==> src/rtl/magnetron_pkg.sv <==
// Shared FSM state encoding and switch-off cause codes for the magnetron SR driver.
package magnetron_pkg;

    typedef enum logic [1:0] {
        ST_IDLE    = 2'd0,
        ST_ON      = 2'd1,
        ST_HOLDOFF = 2'd2
    } state_t;

    localparam logic [1:0] CAUSE_NONE  = 2'd0;
    localparam logic [1:0] CAUSE_DOOR  = 2'd1;
    localparam logic [1:0] CAUSE_STOP  = 2'd2;
    localparam logic [1:0] CAUSE_TIMER = 2'd3;

    // Door opening outranks a stop press, which outranks timer expiry.
    function automatic logic [1:0] off_cause_of(input logic door_open,
                                                 input logic stop,
                                                 input logic timer);
        logic [1:0] cause;
        cause = CAUSE_NONE;
        if (door_open)  cause = CAUSE_DOOR;
        else if (stop)  cause = CAUSE_STOP;
        else if (timer) cause = CAUSE_TIMER;
        return cause;
    endfunction

endpackage

==> src/rtl/magnetron_sr_driver_btn_debounce.sv <==
// Purpose: 2-FF synchronizer plus stability counter for one raw push button.
// Latency: level and rise change DEBOUNCE_CYCLES+2 edges after a raw change.
// Backpressure: none; free-running level sampler.
module btn_debounce #(
    parameter int DEBOUNCE_CYCLES = 4
) (
    input  logic clk,
    input  logic rst_n,
    input  logic btn,
    output logic level,
    output logic rise
);
    localparam int CW = $clog2(DEBOUNCE_CYCLES + 1);

    logic          meta;
    logic          sync;
    logic [CW-1:0] cnt;

    always_ff @(posedge clk or negedge rst_n) begin
        if (!rst_n) begin
            meta  <= 1'b0;
            sync  <= 1'b0;
            cnt   <= '0;
            level <= 1'b0;
            rise  <= 1'b0;
        end else begin
            meta <= btn;
            sync <= meta;
            rise <= 1'b0;
            // The level flips on the edge where the run of disagreement would reach the limit.
            if (sync != level) begin
                if (cnt == CW'(DEBOUNCE_CYCLES - 1)) begin
                    level <= sync;
                    cnt   <= '0;
                    rise  <= sync;
                end else begin
                    cnt <= cnt + CW'(1);
                end
            end else begin
                cnt <= '0;
            end
        end
    end

endmodule

==> src/rtl/magnetron_sr_driver.sv <==
// Purpose: turn start/stop/door/timer inputs into exclusive one-cycle S/R latch pulses.
// Latency: raw start to S = DEBOUNCE_CYCLES+3 edges; door open or timer to R = 3 edges.
// Backpressure: none; start events outside IDLE are dropped, never queued.
module magnetron_sr_driver
    import magnetron_pkg::*;
#(
    parameter int DEBOUNCE_CYCLES = 4,
    parameter int HOLDOFF_CYCLES  = 8
) (
    input  logic       clk,
    input  logic       rst_n,
    input  logic       start_btn,
    input  logic       stop_btn,
    input  logic       door_closed,
    input  logic       timer_done,
    output logic       S,
    output logic       R,
    output logic       mag_on,
    output logic [1:0] off_cause
);
    localparam int HW = $clog2(HOLDOFF_CYCLES + 1);

    logic          start_lvl, start_evt;
    logic          stop_lvl, stop_evt;
    logic          door_meta, door_sync;
    logic          timer_meta, timer_sync;
    logic          unused_lvl;
    state_t        state;
    logic [HW-1:0] hold_cnt;

    btn_debounce #(.DEBOUNCE_CYCLES(DEBOUNCE_CYCLES)) u_start_db (
        .clk   (clk),
        .rst_n (rst_n),
        .btn   (start_btn),
        .level (start_lvl),
        .rise  (start_evt)
    );

    btn_debounce #(.DEBOUNCE_CYCLES(DEBOUNCE_CYCLES)) u_stop_db (
        .clk   (clk),
        .rst_n (rst_n),
        .btn   (stop_btn),
        .level (stop_lvl),
        .rise  (stop_evt)
    );

    // Debounced levels are kept for observability only; the FSM acts on edges.
    assign unused_lvl = start_lvl ^ stop_lvl;

    always_ff @(posedge clk or negedge rst_n) begin
        if (!rst_n) begin
            door_meta  <= 1'b0;
            door_sync  <= 1'b0;
            timer_meta <= 1'b0;
            timer_sync <= 1'b0;
        end else begin
            door_meta  <= door_closed;
            door_sync  <= door_meta;
            timer_meta <= timer_done;
            timer_sync <= timer_meta;
        end
    end

    always_ff @(posedge clk or negedge rst_n) begin
        if (!rst_n) begin
            state     <= ST_HOLDOFF;
            hold_cnt  <= HW'(HOLDOFF_CYCLES - 1);
            S         <= 1'b0;
            R         <= 1'b1;
            mag_on    <= 1'b0;
            off_cause <= CAUSE_NONE;
        end else begin
            S <= 1'b0;
            R <= 1'b0;
            unique case (state)
                ST_IDLE: begin
                    if (start_evt && door_sync && !timer_sync && !stop_evt) begin
                        state  <= ST_ON;
                        S      <= 1'b1;
                        mag_on <= 1'b1;
                    end
                end
                ST_ON: begin
                    if (!door_sync || stop_evt || timer_sync) begin
                        state     <= ST_HOLDOFF;
                        R         <= 1'b1;
                        mag_on    <= 1'b0;
                        off_cause <= off_cause_of(!door_sync, stop_evt, timer_sync);
                        hold_cnt  <= HW'(HOLDOFF_CYCLES - 1);
                    end
                end
                ST_HOLDOFF: begin
                    if (hold_cnt == '0) begin
                        state <= ST_IDLE;
                    end else begin
                        hold_cnt <= hold_cnt - HW'(1);
                    end
                end
                default: begin
                    state <= ST_HOLDOFF;
                end
            endcase
        end
    end

endmodule

==> config.mk <==
export PLATFORM = sky130hd
export DESIGN_NAME = magnetron_sr_driver
export DESIGN_NICKNAME = d
export VERILOG_FILES = /design/src/rtl/magnetron_pkg.sv /design/src/rtl/magnetron_sr_driver_btn_debounce.sv /design/src/rtl/magnetron_sr_driver.sv
export SDC_FILE = /design/constraint.sdc
export NUM_CORES = 1
export LEC_CHECK = 0
export CAP_MARGIN = 5
export CORE_MARGIN = 2
export CORE_UTILIZATION = 55
export DETAILED_ROUTE_END_ITERATION = 6
export PLACE_DENSITY = 0.81
export SLEW_MARGIN = 20
export SYNTH_ARGS = -nofsm -noshare
export SYNTH_HDL_FRONTEND = slang
export SYNTH_SLANG_ARGS = --single-unit
==> constraint.sdc <==
create_clock -name clk -period 2.8 [get_ports clk]
set_clock_uncertainty 0.15 [all_clocks]
set_input_delay 0.28 -clock clk [delete_from_list [all_inputs] [get_ports clk]]
set_output_delay 0.28 -clock clk [all_outputs]
set_load 0.05 [all_outputs]
==> metrics.txt <==
post-layout worst setup margin 0.7630 ns; setup bufs post-CTS 0; largest driver fanout on the critical path 1; Layout fillers 150; total wirelength of the detailed-routed design 1581 um; Num CTS Buffers 5; GRT Residual Overflow 0; top cell types by occurrence after synthesis 24 x sky130_fd_sc_hd__dfrtp_1, 7 x sky130_fd_sc_hd__inv_1, 6 x sky130_fd_sc_hd__nor2b_1; horizontal die dimension 49.07 um; Leak Pwr 0.6009 nW; netlist area before placement 0.001117 mm2; IR drop worst, VDD 0.5367 mV; I/O pins 11; share of flip-flops with an asynchronous set or reset 100.0%; data arrival time of the critical path 1.61 ns; overall die area 0.002408 mm2; master of the slowest instance on the critical path sky130_fd_sc_hd__clkdlybuf4s50_1; slew at the pin with the worst max-slew slack 0.5372 ns; violation count after the first detailed-route iteration 2; Final Wtd Congestion 0.7925; number of buffers on the longest clock path 2; path type of the worst setup path reg -> out; Final TNS setup 0 ns; post-synthesis area per instance 12.70 um2; buffers and inverters on the worst path 1; Vias/cell 5.235; register-to-register setup slack 1.17 ns; Post-Place Worst Slack 1.092 ns; post-route clock period utilization 72.75%; critical path startpoint category register; DRC errors left 0; number of hold buffers added after cts 0; worst relative slew slack 63.68%; prevailing post-synth register cell sky130_fd_sc_hd__dfrtp_1; antenna violations before repair 0; outcome finished clean; portion of the post-synthesis area used by sequential elements 65.51%; area of combinational cells with multiple inputs 354.1 um2; Max-Cap Viols 0; global-route usage over all layers 16.23%; worst min-delay path class in -> async; TritonCTS clock tree built; unrepaired setup endpoints after global routing false; net count of the mapped netlist 97; Core Region 0.001942 mm2; minimum clock period after layout 2.037 ns; CP endpoint kind output pin; max incr delay on CP 0.78 ns; number of input and output port buffers inserted 10; CP Cell Sequence clkdlybuf4s50_1; CTS clock-pin slew for the worst setup and hold paths 0.09 ns; Antenna Violating Nets Remaining 0; initial core utilization 57.54%; area delta synth->final 17.13%; most frequently used cell type in the post-synthesis netlist sky130_fd_sc_hd__dfrtp_1; TritonCTS Sinks 29; global-route wire length before repair 2877 um; largest area contributor in the synthesized netlist sky130_fd_sc_hd__dfrtp_1; mean routed wirelength per cell 11.98 um; Setup Viol. Count Final 0; number of global-route vias before repair 722; leading cell types by total area after synthesis sky130_fd_sc_hd__dfrtp_1 54%, sky130_fd_sc_hd__dfstp_2 12%, sky130_fd_sc_hd__ha_1 3.4%; detailed placement HPWL 1167 um; floorplan die height 49.07 um; number of standard cells after synthesis 88; reg-to-reg endpoint hold_cnt[0]$_DFFE_PN1P_; source-to-sink clock delay at the later pin of the worst-skew pair 0.31 ns; worst-case reg-to-reg path depth 5; share of Yosys cell area claimed by the top area cell type 53.75%; beginning of the worst register-to-register path hold_cnt[0]$_DFFE_PN1P_; area occupied by registers 732.0 um2; number of enable flip-flop cells after synthesis 0; clock root cell sky130_fd_sc_hd__clkbuf_4; Fmax achieved 490.9 MHz; max-slew violation count 0; cts repair resizes 0; layout cell share with drive strength beyond 1 16.19%; Via Count 691; Warnings, synthesis 0; Pre-antenna DRT Iters 3; data required time of the critical path 2.37 ns; antenna cells 0; Hold Fails Final Rpt 0; Rows 16; total power per unit cell area 856.9 mW/mm2; number of synthesized register bits 29; H-Tree Depth 2; NumNets Final 114; number of library cell types mapped by synthesis 29; pin count of the biggest net entering global routing 30; Top Family by Delay on Critical Path buffers and inverters
## worst max-delay path by stage
stage                                  from                 endpoint  slack [ns]  cells after the start
floorplan           hold_cnt[2]$_DFFE_PN1P_  hold_cnt[3]$_DFFE_PN0P_        1.30                      3
global placement                R$_DFF_PN1_                        R        1.09                      1
detailed placement              R$_DFF_PN1_                        R        1.09                      1
CTS                             R$_DFF_PN1_                        R        0.74                      1
global route                    R$_DFF_PN1_                        R        0.71                      1
finish                          R$_DFF_PN1_                        R        0.76                      1
## metal layers
metal | share of wire (%) | up-vias | routed length, um | track usage, %
met3 | 5.2 | 2 | 82 | 6.442
met4 | 1.6 | 0 | 25 | 8.571
li1 | - | 338 | - | -
met2 | 48 | 13 | 760 | 26.58
met5 | 0 | - | 0 | 0
met1 | 45 | 338 | 713 | 18.11
## registers in the layout, summed over array words and instances (netlist names), 2 cells and up
signal,count
u_stop_db.cnt,3
hold_cnt,4
u_start_db.cnt,3
state,2
off_cause,2
## per-stage QoR
| stage | util (%) | power, mW | area (um2) | hold WS, ns | std cells |
|---|---|---|---|---|---|
| after floorplan | - | 0.7932 | 1117 | -0.1656 | 88 |
| after global placement | 64.56 | 0.8625 | 1254 | 0.1821 | 125 |
| after detailed placement | 64.56 | 0.8870 | 1254 | 0.1847 | 125 |
| after CTS | 67.40 | 1.136 | 1309 | 0.1910 | 132 |
| after global routing | 67.40 | 1.203 | 1309 | 0.2000 | 132 |
| final | 67.40 | 1.121 | 1309 | 0.1875 | 132 |
## cell usage in the layout, fill, tap and decap left out, drive strengths merged, types with 2 or more instances in the layout
cell type      count
o21ai              4
ha                 3
inv                7
xnor2              2
dfstp              5
nor3               3
clkbuf             7
clkdlybuf4s50     10
or3b               2
a21oi              4
nor2b              6
mux2               2
dfrtp             24
or3                2
and3b              2
nand2              5
nor3b              3
## final cells by class
type                    instances  area share, %
clock buffers                   7          4.206
well taps                      27          2.581
inverters                       7          2.008
repair buffers                 11          8.222
flip-flops and latches         29          55.93
multi-input cells              51          27.06
## logic make-up (layout without fill, tap and decap cells)
| kind of cell | Yosys count | after routing | synth area share [%] |
|---|---|---|---|
| compound gates | 14 | 14 | 8.064 |
| xor+xnor | 2 | 2 | 1.568 |
| flops | 29 | 29 | 65.51 |
| simple gates | 30 | 30 | 16.69 |
| fa+ha+maj | 3 | 3 | 3.360 |
| buf+inv | 8 | 25 | 2.800 |
| mux | 2 | 2 | 2.016 |
## power breakdown
part | switching [mW] | internal (mW) | total [mW]
registers | 0.0598 | 0.517 | 0.577
logic | 0.159 | 0.141 | 0.299
clock network | 0.127 | 0.118 | 0.245
total | 0.345 | 0.776 | 1.12
Power figures use the tool's default switching activity.
